**src/rtl/amstrad_tape_player.sv**
```systemverilog
// Cassette playback engine: turns a CSW-style RLE pulse stream into the tape_in level.
// Stream bytes are buffered in a small FIFO. Pulse lengths are counted in sample ticks,
// which a fractional accumulator derives from ce_4p. The PPI motor bit gates playback.
module amstrad_tape_player #(
    parameter int unsigned SAMPLE_RATE = 44100,
    parameter int unsigned CE_RATE     = 4000000,
    parameter int unsigned FIFO_AW     = 4,
    parameter logic        INIT_LEVEL  = 1'b0
) (
    input  logic       clk,
    input  logic       reset_n,
    input  logic       ce_4p,
    input  logic       play,
    input  logic       stop,
    input  logic       motor,
    input  logic [7:0] in_data,
    input  logic       in_valid,
    output logic       in_ready,
    output logic       tape_in,
    output logic       active,
    output logic       underrun
);

    localparam int unsigned DEPTH = 1 << FIFO_AW;

    typedef enum logic [2:0] {
        S_IDLE,
        S_FETCH,
        S_EXT0,
        S_EXT1,
        S_EXT2,
        S_EXT3,
        S_COUNT
    } state_t;

    state_t state, state_next;

    logic [7:0]       mem [0:DEPTH-1];
    logic [FIFO_AW:0] wr_ptr, rd_ptr;
    logic             fifo_empty, fifo_full, push, pop;
    logic [7:0]       head;

    logic [23:0] acc, acc_next;
    logic [31:0] sum;
    logic        tick;

    logic [31:0] len, len_next;
    logic        toggle, set_underrun;

    assign fifo_empty = (wr_ptr == rd_ptr);
    assign fifo_full  = (wr_ptr[FIFO_AW] != rd_ptr[FIFO_AW]) &&
                        (wr_ptr[FIFO_AW-1:0] == rd_ptr[FIFO_AW-1:0]);
    assign in_ready   = !fifo_full;
    assign push       = in_valid && !fifo_full && !stop;
    assign head       = mem[rd_ptr[FIFO_AW-1:0]];
    assign active     = (state != S_IDLE) && play && motor;

    // FIFO storage; the write address is only advanced on an accepted push
    always_ff @(posedge clk) begin
        if (push) begin
            mem[wr_ptr[FIFO_AW-1:0]] <= in_data;
        end
    end

    // FIFO pointers; stop flushes the buffer and drops any push on the same clk
    always_ff @(posedge clk or negedge reset_n) begin
        if (!reset_n) begin
            wr_ptr <= '0;
            rd_ptr <= '0;
        end else if (stop) begin
            wr_ptr <= '0;
            rd_ptr <= '0;
        end else begin
            if (push) wr_ptr <= wr_ptr + 1'b1;
            if (pop)  rd_ptr <= rd_ptr + 1'b1;
        end
    end

    // Fractional accumulator: one sample tick per CE_RATE/SAMPLE_RATE enabled ce_4p pulses
    always_comb begin
        sum      = {8'd0, acc} + SAMPLE_RATE;
        tick     = 1'b0;
        acc_next = acc;
        if (ce_4p && play && motor) begin
            if (sum >= CE_RATE) begin
                tick     = 1'b1;
                acc_next = 24'(sum - CE_RATE);
            end else begin
                acc_next = sum[23:0];
            end
        end
    end

    // Stream decoder: fetches short or extended lengths, then counts ticks to the pulse end
    always_comb begin
        state_next   = state;
        len_next     = len;
        pop          = 1'b0;
        toggle       = 1'b0;
        set_underrun = 1'b0;
        case (state)
            S_IDLE: begin
                if (play && !fifo_empty) state_next = S_FETCH;
            end
            S_FETCH: begin
                if (play) begin
                    if (fifo_empty) begin
                        set_underrun = 1'b1;
                    end else begin
                        pop = 1'b1;
                        if (head != 8'd0) begin
                            len_next   = {24'd0, head};
                            state_next = S_COUNT;
                        end else begin
                            len_next   = '0;
                            state_next = S_EXT0;
                        end
                    end
                end
            end
            S_EXT0, S_EXT1, S_EXT2: begin
                if (play) begin
                    if (fifo_empty) begin
                        set_underrun = 1'b1;
                    end else begin
                        pop = 1'b1;
                        case (state)
                            S_EXT0:  begin len_next[7:0]   = head; state_next = S_EXT1; end
                            S_EXT1:  begin len_next[15:8]  = head; state_next = S_EXT2; end
                            default: begin len_next[23:16] = head; state_next = S_EXT3; end
                        endcase
                    end
                end
            end
            S_EXT3: begin
                if (play) begin
                    if (fifo_empty) begin
                        set_underrun = 1'b1;
                    end else begin
                        pop            = 1'b1;
                        len_next[31:24] = head;
                        if ({head, len[23:0]} == 32'd0) state_next = S_FETCH;
                        else                            state_next = S_COUNT;
                    end
                end
            end
            S_COUNT: begin
                if (tick) begin
                    if (len == 32'd1) begin
                        toggle     = 1'b1;
                        len_next   = '0;
                        state_next = S_FETCH;
                    end else begin
                        len_next = len - 32'd1;
                    end
                end
            end
            default: state_next = S_IDLE;
        endcase
    end

    // State, counters and tape level; stop returns everything to the idle condition
    always_ff @(posedge clk or negedge reset_n) begin
        if (!reset_n) begin
            state    <= S_IDLE;
            acc      <= '0;
            len      <= '0;
            tape_in  <= INIT_LEVEL;
            underrun <= 1'b0;
        end else if (stop) begin
            state    <= S_IDLE;
            acc      <= '0;
            len      <= '0;
            tape_in  <= INIT_LEVEL;
            underrun <= 1'b0;
        end else begin
            state    <= state_next;
            acc      <= acc_next;
            len      <= len_next;
            tape_in  <= tape_in ^ toggle;
            underrun <= underrun | set_underrun;
        end
    end

endmodule

```
**config.mk**
```make
export PLATFORM = sky130hd
export DESIGN_NAME = amstrad_tape_player
export DESIGN_NICKNAME = d
export VERILOG_FILES = /design/src/rtl/amstrad_tape_player.sv
export SDC_FILE = /design/constraint.sdc
export NUM_CORES = 1
export LEC_CHECK = 0
export ABC_AREA = 1
export BUFFER_PORTS_ARGS = -buffer_cell sky130_fd_sc_hd__buf_2
export CORE_AREA = 2 2 161 163
export CTS_CLUSTER_DIAMETER = 80
export DETAILED_ROUTE_END_ITERATION = 8
export DIE_AREA = 0 0 163 165
export SLEW_MARGIN = 20
export SYNTH_ARGS = -nofsm -noshare
export SYNTH_HDL_FRONTEND = slang
export SYNTH_SLANG_ARGS = --single-unit
```
**constraint.sdc**
```tcl
create_clock -name clk -period 5 [get_ports clk]
set_input_delay 0.75 -clock clk [delete_from_list [all_inputs] [get_ports clk]]
set_output_delay 0.75 -clock clk [all_outputs]
set_load 0.005 [all_outputs]
```
**Word-level counts from Yosys, hierarchy flattened**

Memory sizes are Yosys's and may differ from the RTL's.
Index checks and enable logic that the tools add are counted.
W data, S select, Z words.

- Register bits: 71
- Memory bits (writable): 128
- Input bits: 15
- Output and inout port bits: 4
- Memories kept: 1

Memory list:

| memory | depth | width | read ports | clocked after Yosys merged registers in | write ports | line | text |
|---|---|---|---|---|---|---|---|
| mem | 16 | 8 | 1 | 0 | 1 | 38 | `logic [7:0] mem [0:DEPTH-1];` |

- $add $sub $neg: 5
- Magnitude comparators: 1
- Eq/ne operators: 22
- Mux-type cells: 51
- Bitwise operators: 2
- Reductions and logical operators: 28

Operator list:

| operator | count |
|---|---|
| $mux W32 | 5 |
| $mux W24 | 5 |
| $pmux W24 S3 | 1 |
| $mux W8 | 6 |
| $mux W3 | 12 |
| $ne A3 B3 Y1 const B | 12 |
| $eq A32 B1 Y1 const B | 1 |
| $logic_not A32 Y1 | 1 |
| $sub A32 B1 Y32 const B | 1 |
| $add A24 B16 Y25 const B | 1 |
| $ge A25 B22 Y1 const B | 1 |
| $pmux W8 S3 | 1 |
| $sub A24 B22 Y24 const B | 1 |
| $reduce_and A7 Y1 | 3 |
| $mux W5 | 4 |
| $mux W1 | 15 |
| $pmux W3 S5 | 1 |
| $add A5 B1 Y5 const B | 2 |
| $eq A3 B3 Y1 const B | 3 |
| $reduce_and A9 Y1 | 1 |
| $logic_and A1 B1 Y1 | 8 |
| $reduce_bool A4 Y1 | 2 |
| $reduce_bool A8 Y1 | 1 |
| $eq A3 B2 Y1 const B | 2 |
| other kinds (15) | 19 |

**Logic depth before layout (Yosys ltp)**

Gate-level depths: netlist (run 1).

- Depth after elaboration: 8
- Gate-level depth with buffers: 23
- Mapped depth without buffers: 22

**Worst setup path after synthesis (run 1)**

No wires, ideal clock.

- Path type: reg-to-reg
- Start: reg acc[6]
- End: reg state[2]
- Library setup time: 0.117 ns
- Data arrival time: 2.361 ns
- Data required time: 4.883 ns
- Slack: 2.522 ns
- Cell stages (with the launch flop): 24
- Path buffers: 1
- Period minus slack after synthesis: 2.478 ns
- Cell sequence: dfrtp_1 inv_1 nand2_1 nor2_1 nand2_1 nand2_2 nand2_1 nand2_1 ha_1 inv_1 nor2_1 nand3_1 nand3b_1 nor2_1 nand3_1 nor2_1 nor2_2 nand2_4 nand2_2 nand2_4 buf_8 nand3_1 nand2_1 nand2_1

- Longest elaborated chain between the ends: 6

RTL lines:

| what | line | text |
|---|---|---|
| start, declared | 43 | `logic [23:0] acc, acc_next;` |
| start signal, assigned | 178 | `acc <= acc_next;` |
| $add A24 B16 Y25 | 81 | `sum = {8'd0, acc} + SAMPLE_RATE;` |
| $ge A25 B22 Y1 | 85 | `if (sum >= CE_RATE) begin` |
| $mux W1 | 85 |  |
| $mux W1 | 84 | `if (ce_4p && play && motor) begin` |
| $ne A3 B3 Y1 (no line) | n/a |  |
| $reduce_and A9 Y1 (no line) | n/a |  |
| end signal, assigned | 177 | `state <= state_next;` |
| end, declared | 36 | `state_t state, state_next;` |

Every way passes these cells.
A chain may end at the register's enable or synchronous reset.

**Final worst setup path (run 1)**

- Start: reg acc[6]
- End: reg len[9]

- Longest elaborated chain between the ends: 6

RTL lines:

| what | line | text |
|---|---|---|
| $add A24 B16 Y25 | 81 |  |
| $ge A25 B22 Y1 | 85 |  |
| $mux W1 | 85 |  |
| $mux W1 | 84 |  |
| $ne A3 B3 Y1 (no line) | n/a |  |
| $reduce_and A7 Y1 (no line) | n/a |  |
| end signal, assigned | 179 | `len <= len_next;` |
| end, declared | 47 | `logic [31:0] len, len_next;` |

Every way passes these cells.

==> results by group, run 1 <==
Pwr
  – Tot Pwr: 4.974 mW
  – Pwr dens: 410.5 mW/mm^2
  – P_leak: 5.392 nW
  – VDD IR max: 0.2114 mV

Place
  – PortBufs: 18
  – Dpl hpwl: 19.39 mm
  – Routability cong.: 0.8818

Global route
  – Initial antenna violation count: 0
  – Gr usage total: 22.35%
  – Number of global-route vias before repair: 8,834
  – Global-route wire length before repair: 46.83 mm
  – Largest net degree at the start of global routing: 70
  – Congestion Overflow GR: 0

Setup path
  – Crit end category: flip-flop
  – CP startpoint kind: flip-flop
  – Data arrival time of the worst path: 3.99 ns
  – Reg2Reg Launch Point: acc[6]$_DFFE_PN0N_
  – Reg2Reg Depth: 22
  – Worst Path Required: 5.35 ns
  – Crit Path Max Fanout: 32
  – CP startpoint: acc[6]$_DFFE_PN0N_
  – CP Class: reg2reg

Finish
  – Commonest non-fill, non-tap cell in the layout: nand2_1
  – Fill cell count: 2,469
  – Most frequent cells in the layout: 483 x nand2_1, 155 x nor2_1, 137 x inv_1
  – Layout cells sized above 1: 7.247%
  – Nets: 1,449
  – # diodes: 0
  – Util after Layout: 48.40%
  – Synth-to-layout area growth: 9.226%

Floorplan
  – Initial Utilization: 44.31%
  – Die Y: 165 um
  – Core Region: 0.02504 sq mm
  – Die area: 0.02690 sq mm
  – IO Count: 19
  – Num rows: 58
  – Die width: 163 um

STA
  – Slew margin rel.: 29.07%
  – Fmax: 0.2745 GHz
  – RSZ-0062 raised after global routing: no
  – Final Skew: 0.01793 ns
  – Fin crit share: 72.85%
  – Worst slew pin tran: 1.063 ns
  – Final Setup Violations: 0
  – Hold Fails Final Rpt: 0
  – Tmin final: 3.642 ns
  – Fin. max-slew vios: 0
  – Setup TNS: 0 ns

Synthesis
  – Top FF cell, synth: edfxtp_1
  – Avg Inst Size Synth: 7.812 sq um
  – Post-synth ARST share: 35.03%
  – Yosys cell types: 39
  – Post-synth net total: 1,447
  – Syn Inst Count: 1,420
  – YS warnings: 0
  – Seq/Total Area, Yosys: 50.21%
  – EDFF count, synth: 128
  – Post-synthesis register bit count: 197
  – Mapped Area: 0.01109 sq mm

Clock network
  – CTS tree: done
  – PostCTS Resize Cnt: 0
  – Clk sink count: 197
  – Post-CTS Hold Buffers: 0
  – Clk slew on worst S/H paths: 0.09 ns
  – Worst-Skew Late Latency: 0.46 ns
  – Root Driver: clkbuf_16
  – Post-CTS setup buffers: 0
  – CTS Buffer Depth: 2
  – TritonCTS Buffers: 17
  – H-Tree Depth: 4

Drt
  – Via-per-instance ratio: 5.180
  – Total number of vias: 9,143
  – First DRT Iteration DRCs: 775
  – WL/cell: 16.16 um
  – WL final: 28.52 mm
  – DRT antenna net count: 0
  – Residual DRC: 0
  – First-pass DRT Iterations: 5

Run
  – Max-Cap Viols: 0

Status
  – Status: finished clean

Hold path
  – Hold Crit Class: in2async
==> flip-flops by register name (all words and copies together) (netlist names) <==
signal	cells
len	32
underrun	1
state	3
wr_ptr	5
tape_in	1
mem	128
acc	22
rd_ptr	5
==> stage by stage <==
step	area (sq um)	hold slack (ns)	worst slack [ns]	cells
3_3_place_gp	11460	0.4778	1.421	1733
6_report	12120	0.4247	1.358	1765
4_1_cts	12120	0.4804	1.396	1765
2_1_floorplan	11090	0.4541	2.522	1420
5_1_grt	12120	0.5050	1.014	1765
3_5_place_dp	11460	0.4837	1.418	1733
==> routing by layer <==
layer,wire [um],up-vias,GRT usage (%)
li1,-,4624,-
met1,13270,4289,30.36
met2,13650,198,37.63
met3,1103,32,2.788
met4,498,0,6.597
met5,0,-,0
==> cells in the mapped netlist (all sizes together), types with 3 or more instances <==
master | number | area, sq um
edfxtp | 128 | 3844
ha | 12 | 150.1
nand4 | 37 | 231.5
or2 | 5 | 31.28
inv | 146 | 548.0
xor2 | 18 | 172.7
a22o | 3 | 26.28
nor3 | 22 | 110.1
and2 | 4 | 26.28
o21ai | 79 | 395.4
nand2 | 503 | 1958
xnor2 | 12 | 105.1
o22ai | 7 | 43.79
clkbuf | 33 | 123.9
nand3b | 3 | 22.52
buf | 11 | 86.33
nor4 | 5 | 31.28
nand3 | 108 | 550.5
clkinv | 6 | 22.52
a21oi | 39 | 195.2
nor2 | 164 | 648.1
dfrtp | 69 | 1727
==> path summary, 6_finish.rpt <==
kind	to	slack (ns)
min in group clk	wr_ptr[4]$_DFFE_PN0P_	0.50
min reg2reg	wr_ptr[4]$_DFFE_PN0P_	0.50
max reg2reg	len[9]$_DFFE_PN0P_	1.36
min	len[9]$_DFFE_PN0P_	0.42
max in group asynchronous	rd_ptr[0]$_DFFE_PN0P_	3.87
max	len[9]$_DFFE_PN0P_	1.36
==> cells by family after synthesis <==
kind of cell	synth area share, %
and+or+nand+nor	32.65
DFF	50.21
buffers and inverters	7.038
AOI/OAI and AO/OA	6.237
xor gates and xnor gates	2.504
adders and majority gates	1.353
==> report_power, final <==
group	internal [mW]	switching [mW]
logic	0.455	1.03
clock network	0.718	0.801
registers	1.83	0.142
total	3.01	1.97
==> cell type report <==
class	instances	area (sq um)	share of cell area, %
clock buffers	17	425.4	3.511
clock inverters	15	234.0	1.931
inverters	152	570.5	4.709
multi-input cells	1027	4742	39.14
flip-flops and latches	197	5572	45.98
well taps	330	412.9	3.408
repair buffers	27	160.2	1.322
==> worst max-delay path: stages, from the launching register on <==
cell      delay [ns]
dfrtp_1         0.41
inv_1           0.16
nand2_1         0.12
nor2_1          0.13
nand2_1         0.10
nand2_2         0.11
nand2_1         0.06
nand2_1         0.14
ha_1            0.16
inv_1           0.05
nor2_1          0.11
nand3_1         0.09
nand3b_1        0.19
nor2_1          0.19
nand3_1         0.11
nor2_1          0.13
nor2_2          0.08
nand2_4         0.22
nand2_2         0.10
nand2_4         0.29
nand3_1         0.36
nand2_1         0.14
nand2_1         0.07
Power figures use the tool's default switching activity.
==> run 2: changes to the inputs <==
--- a/config.mk
+++ b/config.mk
@@ -5,12 +5,12 @@
 export SDC_FILE = /design/constraint.sdc
 export NUM_CORES = 1
 export LEC_CHECK = 0
-export ABC_AREA = 1
+export ABC_AREA = 0
 export BUFFER_PORTS_ARGS = -buffer_cell sky130_fd_sc_hd__buf_2
-export CORE_AREA = 2 2 161 163
+export CORE_AREA = 2 2 154 156
 export CTS_CLUSTER_DIAMETER = 80
 export DETAILED_ROUTE_END_ITERATION = 8
-export DIE_AREA = 0 0 163 165
+export DIE_AREA = 0 0 156 158
 export SLEW_MARGIN = 20
 export SYNTH_ARGS = -nofsm -noshare
 export SYNTH_HDL_FRONTEND = slang
==> constraint.sdc (replaced) <==
create_clock -name clk -period 3.3 [get_ports clk]
set_input_delay 0.495 -clock clk [delete_from_list [all_inputs] [get_ports clk]]
set_output_delay 0.495 -clock clk [all_outputs]
set_load 0.005 [all_outputs]
==> run 2 against run 1 <==
Against the previous run:
- first-iteration DRC count fell by 34%
- sequential share of layout area rose by 0.62 points
- via count fell by 22%
- critical path type unchanged
- critical endpoint is now acc[20]$_DFFE_PN0N_
- highest routed layer unchanged
==> results by group, run 2 <==
Setup path
  – Cells along the critical path: buf_4 -> a41oi_4 -> nor2_2 -> xnor2_2 -> ha_2 -> nand4_1 -> a21o_1 -> a41o_1 -> a31oi_2 -> o21ai_2 -> buf_6 -> a211oi_4 -> xnor2_2 -> or3_1 -> a21oi_2 (was inv_1 -> nand2_1 -> nor2_1 -> nand2_1 -> nand2_2 -> nand2_1 -> nand2_1 -> ha_1 -> inv_1 -> nor2_1 -> nand3_1 -> nand3b_1 -> nor2_1 -> nand3_1 -> nor2_1 -> nor2_2 -> nand2_4 -> nand2_2 -> nand2_4 -> nand3_1 -> nand2_1 -> nand2_1)
  – Slowest stage delay, CP: 0.45 ns (was 0.41 ns)
  – Reg2Reg Launch Point: acc[3]$_DFFE_PN0N_ (was acc[6]$_DFFE_PN0N_)
  – Worst Path Required: 3.67 ns (was 5.35 ns)
  – Crit Path Max Fanout: 6 (was 32)
  – Reg2Reg Depth: 15 (was 22)
  – CP Class: reg2reg (unchanged)
  – Data arrival time of the worst path: 3.54 ns (was 3.99 ns)
  – Crit end category: flip-flop (unchanged)
  – Critical-path top delay cell: dfrtp_2 (was dfrtp_1)
  – Worst R2R End: acc[20]$_DFFE_PN0N_ (was len[9]$_DFFE_PN0P_)
  – Top cell by count, worst path: xnor2_2 (was nand2_1)
  – R2R setup slack: 0.13 ns (was 1.36 ns)
  – CP startpoint kind: flip-flop (unchanged)

Clock network
  – Clk slew on worst S/H paths: 0.09 ns (about the same)
  – CTS Buffer Depth: 2 (unchanged)
  – Root Driver: clkbuf_16 (unchanged)
  – CTS tree: done (unchanged)
  – Clk sink count: 197 (unchanged)
  – Worst-Skew Late Latency: 0.45 ns (was 0.46 ns)
  – Post-CTS Hold Buffers: 0 (unchanged)
  – TritonCTS Buffers: 17 (unchanged)
  – H-Tree Depth: 4 (unchanged)

Global route
  – Gr usage total: 19.93% (was 22.35%)
  – Met2 Usage GRT: 32.36% (was 37.63%)
  – Number of global-route vias before repair: 6,953 (was 8,834)
  – Global-route wire length before repair: 38.04 mm (was 46.83 mm)
  – Met1 Use GR: 27.65% (was 30.36%)
  – Largest net degree at the start of global routing: 70 (unchanged)
  – Initial antenna violation count: 0 (unchanged)
  – Met3 global-route usage: 3.586% (was 2.788%)
  – Congestion Overflow GR: 0 (unchanged)
  – GRT busiest layer: met2 (unchanged)

Synthesis
  – Post-synth net total: 906 (was 1,447)
  – Mapped Area: 0.01022 sq mm (was 0.01109 sq mm)
  – Simple-Gate Fraction of Synth Area: 13.93% (was 32.65%)
  – Synth Area in Compound Gates: 14.00% (was 6.237%)
  – Largest family of logic cells by synthesized area: compound AO/OA/AOI/OAI gates (was simple AND/OR/NAND/NOR gates)
  – Commonest cells post-synth: 128 x edfxtp_1, 75 x a21oi_1, 75 x nand2_1, 74 x nor2_1, 69 x dfrtp_1 (was 483 x nand2_1, 155 x nor2_1, 138 x inv_1, 128 x edfxtp_1, 106 x nand3_1)
  – Mux contribution to synthesized area: 9.516% (was 0%)
  – Avg Inst Size Synth: 11.62 sq um (was 7.812 sq um)
  – Seq/Total Area, Yosys: 54.53% (was 50.21%)
  – Count leader, synth: edfxtp_1 (was nand2_1)
  – XOR/XNOR Fraction of Synth Area: 3.772% (was 2.504%)
  – EDFF count, synth: 128 (unchanged)
  – Syn Inst Count: 879 (was 1,420)
  – Yosys top cell area share: 37.62% (was 34.65%)
  – Post-synthesis register bit count: 197 (unchanged)
  – Largest area contributor in the netlist: edfxtp_1 (unchanged)
  – Post-synthesis adder-cell area fraction: 1.470% (was 1.353%)
  – Yosys cell types: 75 (was 39)
  – YS warnings: 0 (unchanged)
  – Top FF cell, synth: edfxtp_1 (unchanged)
  – Post-synth ARST share: 35.03% (unchanged)
  – Synth area leaders: edfxtp_1 38%, dfrtp_1 17%, mux4_2 8.8%, a21oi_1 3.7%, nand2_1 2.8% (was edfxtp_1 35%, nand2_1 16%, dfrtp_1 16%, nor2_1 5.2%, nand3_1 4.8%)

STA
  – Worst slew pin tran: 0.9046 ns (was 1.063 ns)
  – Slew margin rel.: 39.69% (was 29.07%)
  – Tmin final: 3.166 ns (was 3.642 ns)
  – Hold Fails Final Rpt: 0 (unchanged)
  – Fmax: 0.3158 GHz (was 0.2745 GHz)
  – RSZ-0062 raised after global routing: yes (was no)
  – Final Skew: 0.01703 ns (was 0.01793 ns)
  – Hold Slack: 0.1763 ns (was 0.4247 ns)
  – Fin. max-slew vios: 0 (unchanged)
  – Fin crit share: 95.95% (was 72.85%)
  – Final Setup Violations: 0 (unchanged)

Drt
  – Residual DRC: 0 (unchanged)
  – WL/cell: 19.00 um (was 16.16 um)
  – Total number of vias: 7,170 (was 9,143)
  – WL final: 23.68 mm (was 28.52 mm)
  – DRT antenna net count: 0 (unchanged)
  – Via-per-instance ratio: 5.754 (was 5.180)
  – First-pass DRT Iterations: 5 (unchanged)
  – First DRT Iteration DRCs: 512 (was 775)

Floorplan
  – Initial Utilization: 44.32% (was 44.31%)
  – Die width: 156 um (was 163 um)
  – Die area: 0.02465 sq mm (was 0.02690 sq mm)
  – Core Region: 0.02305 sq mm (was 0.02504 sq mm)
  – IO Count: 19 (unchanged)
  – Num rows: 56 (was 58)
  – Die Y: 158 um (was 165 um)

Finish
  – Nets: 970 (was 1,449)
  – Commonest non-fill, non-tap cell in the layout: edfxtp_1 (was nand2_1)
  – Fill cell count: 1,976 (was 2,469)
  – Area occupied by multi-input gates: 0.004534 sq mm (was 0.004742 sq mm)
  – Synth-to-layout area growth: 17.07% (was 9.226%)
  – # diodes: 0 (unchanged)
  – Register area: 0.005574 sq mm (was 0.005572 sq mm)
  – Most frequent cells in the layout: 128 x edfxtp_1, 76 x buf_4, 73 x nand2_1 (was 483 x nand2_1, 155 x nor2_1, 137 x inv_1)
  – Fin cells: 1,246 (was 1,765)
  – Layout cells sized above 1: 23.22% (was 7.247%)
  – Largest register FFs: 128 (unchanged)

Pwr
  – P_leak: 4.425 nW (was 5.392 nW)
  – Pwr dens: 485.4 mW/mm^2 (was 410.5 mW/mm^2)
  – VDD IR max: 0.4062 mV (was 0.2114 mV)

Place
  – Routability cong.: 0.8668 (was 0.8818)
  – PortBufs: 18 (unchanged)
  – Placed instance count: 1,207 (was 1,733)
  – Dpl hpwl: 16.41 mm (was 19.39 mm)

Status
  – Status: finished clean (unchanged)

Run
  – Max-Cap Viols: 0 (unchanged)

Hold path
  – Hold Crit Class: in2async (unchanged)
-- run 2: how the worst max path moves through the flow --
stage | end | start | slack (ns) | cells after the start
2_1_floorplan | state[2]$_DFFE_PN0P_ | rd_ptr[0]$_DFFE_PN0P_ | 0.04 | 11
3_5_place_dp | len[13]$_DFFE_PN0P_ | acc[2]$_DFFE_PN0N_ | -0.1 | 15
6_report | acc[20]$_DFFE_PN0N_ | acc[3]$_DFFE_PN0N_ | 0.13 | 15
5_1_grt | acc[20]$_DFFE_PN0N_ | acc[3]$_DFFE_PN0N_ | -0.05 | 15
3_3_place_gp | len[13]$_DFFE_PN0P_ | acc[2]$_DFFE_PN0N_ | -0.008 | 15
4_1_cts | state[0]$_DFFE_PN0P_ | acc[2]$_DFFE_PN0N_ | 0.002 | 17
-- run 2: worst max-delay path: cells and delay by family, from the launching register on --
kind / cells / cell delay (ns)
xor+xnor: 2 / 0.30
flops: 1 / 0.45
compound gates: 7 / 1.38
simple gates: 3 / 0.48
buf+inv: 2 / 0.32
fa+ha+maj: 1 / 0.19
-- run 2: kinds of logic (layout without fill, tap and decap cells) --
logic type,Yosys count,after routing
adder cells (fa/ha/maj),12,12
AND/OR/NAND/NOR,287,287
flip-flops,197,197
AO/OA/AOI/OAI,223,223
buffers and inverters,69,146
multiplexers,47,47
XOR/XNOR,44,44
-- run 2: power by group --
part | switching (mW) | internal [mW] | leakage [nW]
clock network | 1.18 | 1.09 | 0.319
registers | 0.0564 | 2.68 | 2.10
logic | 0.468 | 0.322 | 2.01
total | 1.71 | 4.10 | 4.42
-- run 2: stage by stage --
step | worst slack (ns) | setup TNS (ns) | instance area [sq um] | utilization [%] | power (mW)
3_3_place_gp | -0.008416 | -0.01311 | 11070 | 48.00 | 3.540
2_1_floorplan | 0.04114 | 0 | 10220 | - | 3.275
5_1_grt | -0.05100 | -0.3471 | 11960 | 51.88 | 6.032
6_report | 0.1337 | 0 | 11960 | 51.88 | 5.805
4_1_cts | 0.002413 | 0 | 11740 | 50.93 | 5.820
3_5_place_dp | -0.09828 | -0.5860 | 11070 | 48.00 | 3.544
-- run 2: cell type report --
class	count	area share, %
tap	290	3.034
inverter	14	0.4394
multi-input combinational	613	37.91
clock buffer	17	3.557
timing repair buffer	100	6.507
clock inverter	15	1.946
sequential	197	46.61
-- run 2: metal layers --
metal	vias up	routed length, um	share of wire, %
met2	149	11210	47
met4	0	360	1.5
met1	3534	11120	47
li1	3456	-	-
met3	31	987	4.2
met5	-	0	0
-- run 2: timing repair --
item                                    in CTS  in global routing
cloned                                       0                  1
pin swaps                                    1                 14
endpoints found under the setup margin      12                 48
gates resized for setup                      4                 43
buffers inserted                             1                  5
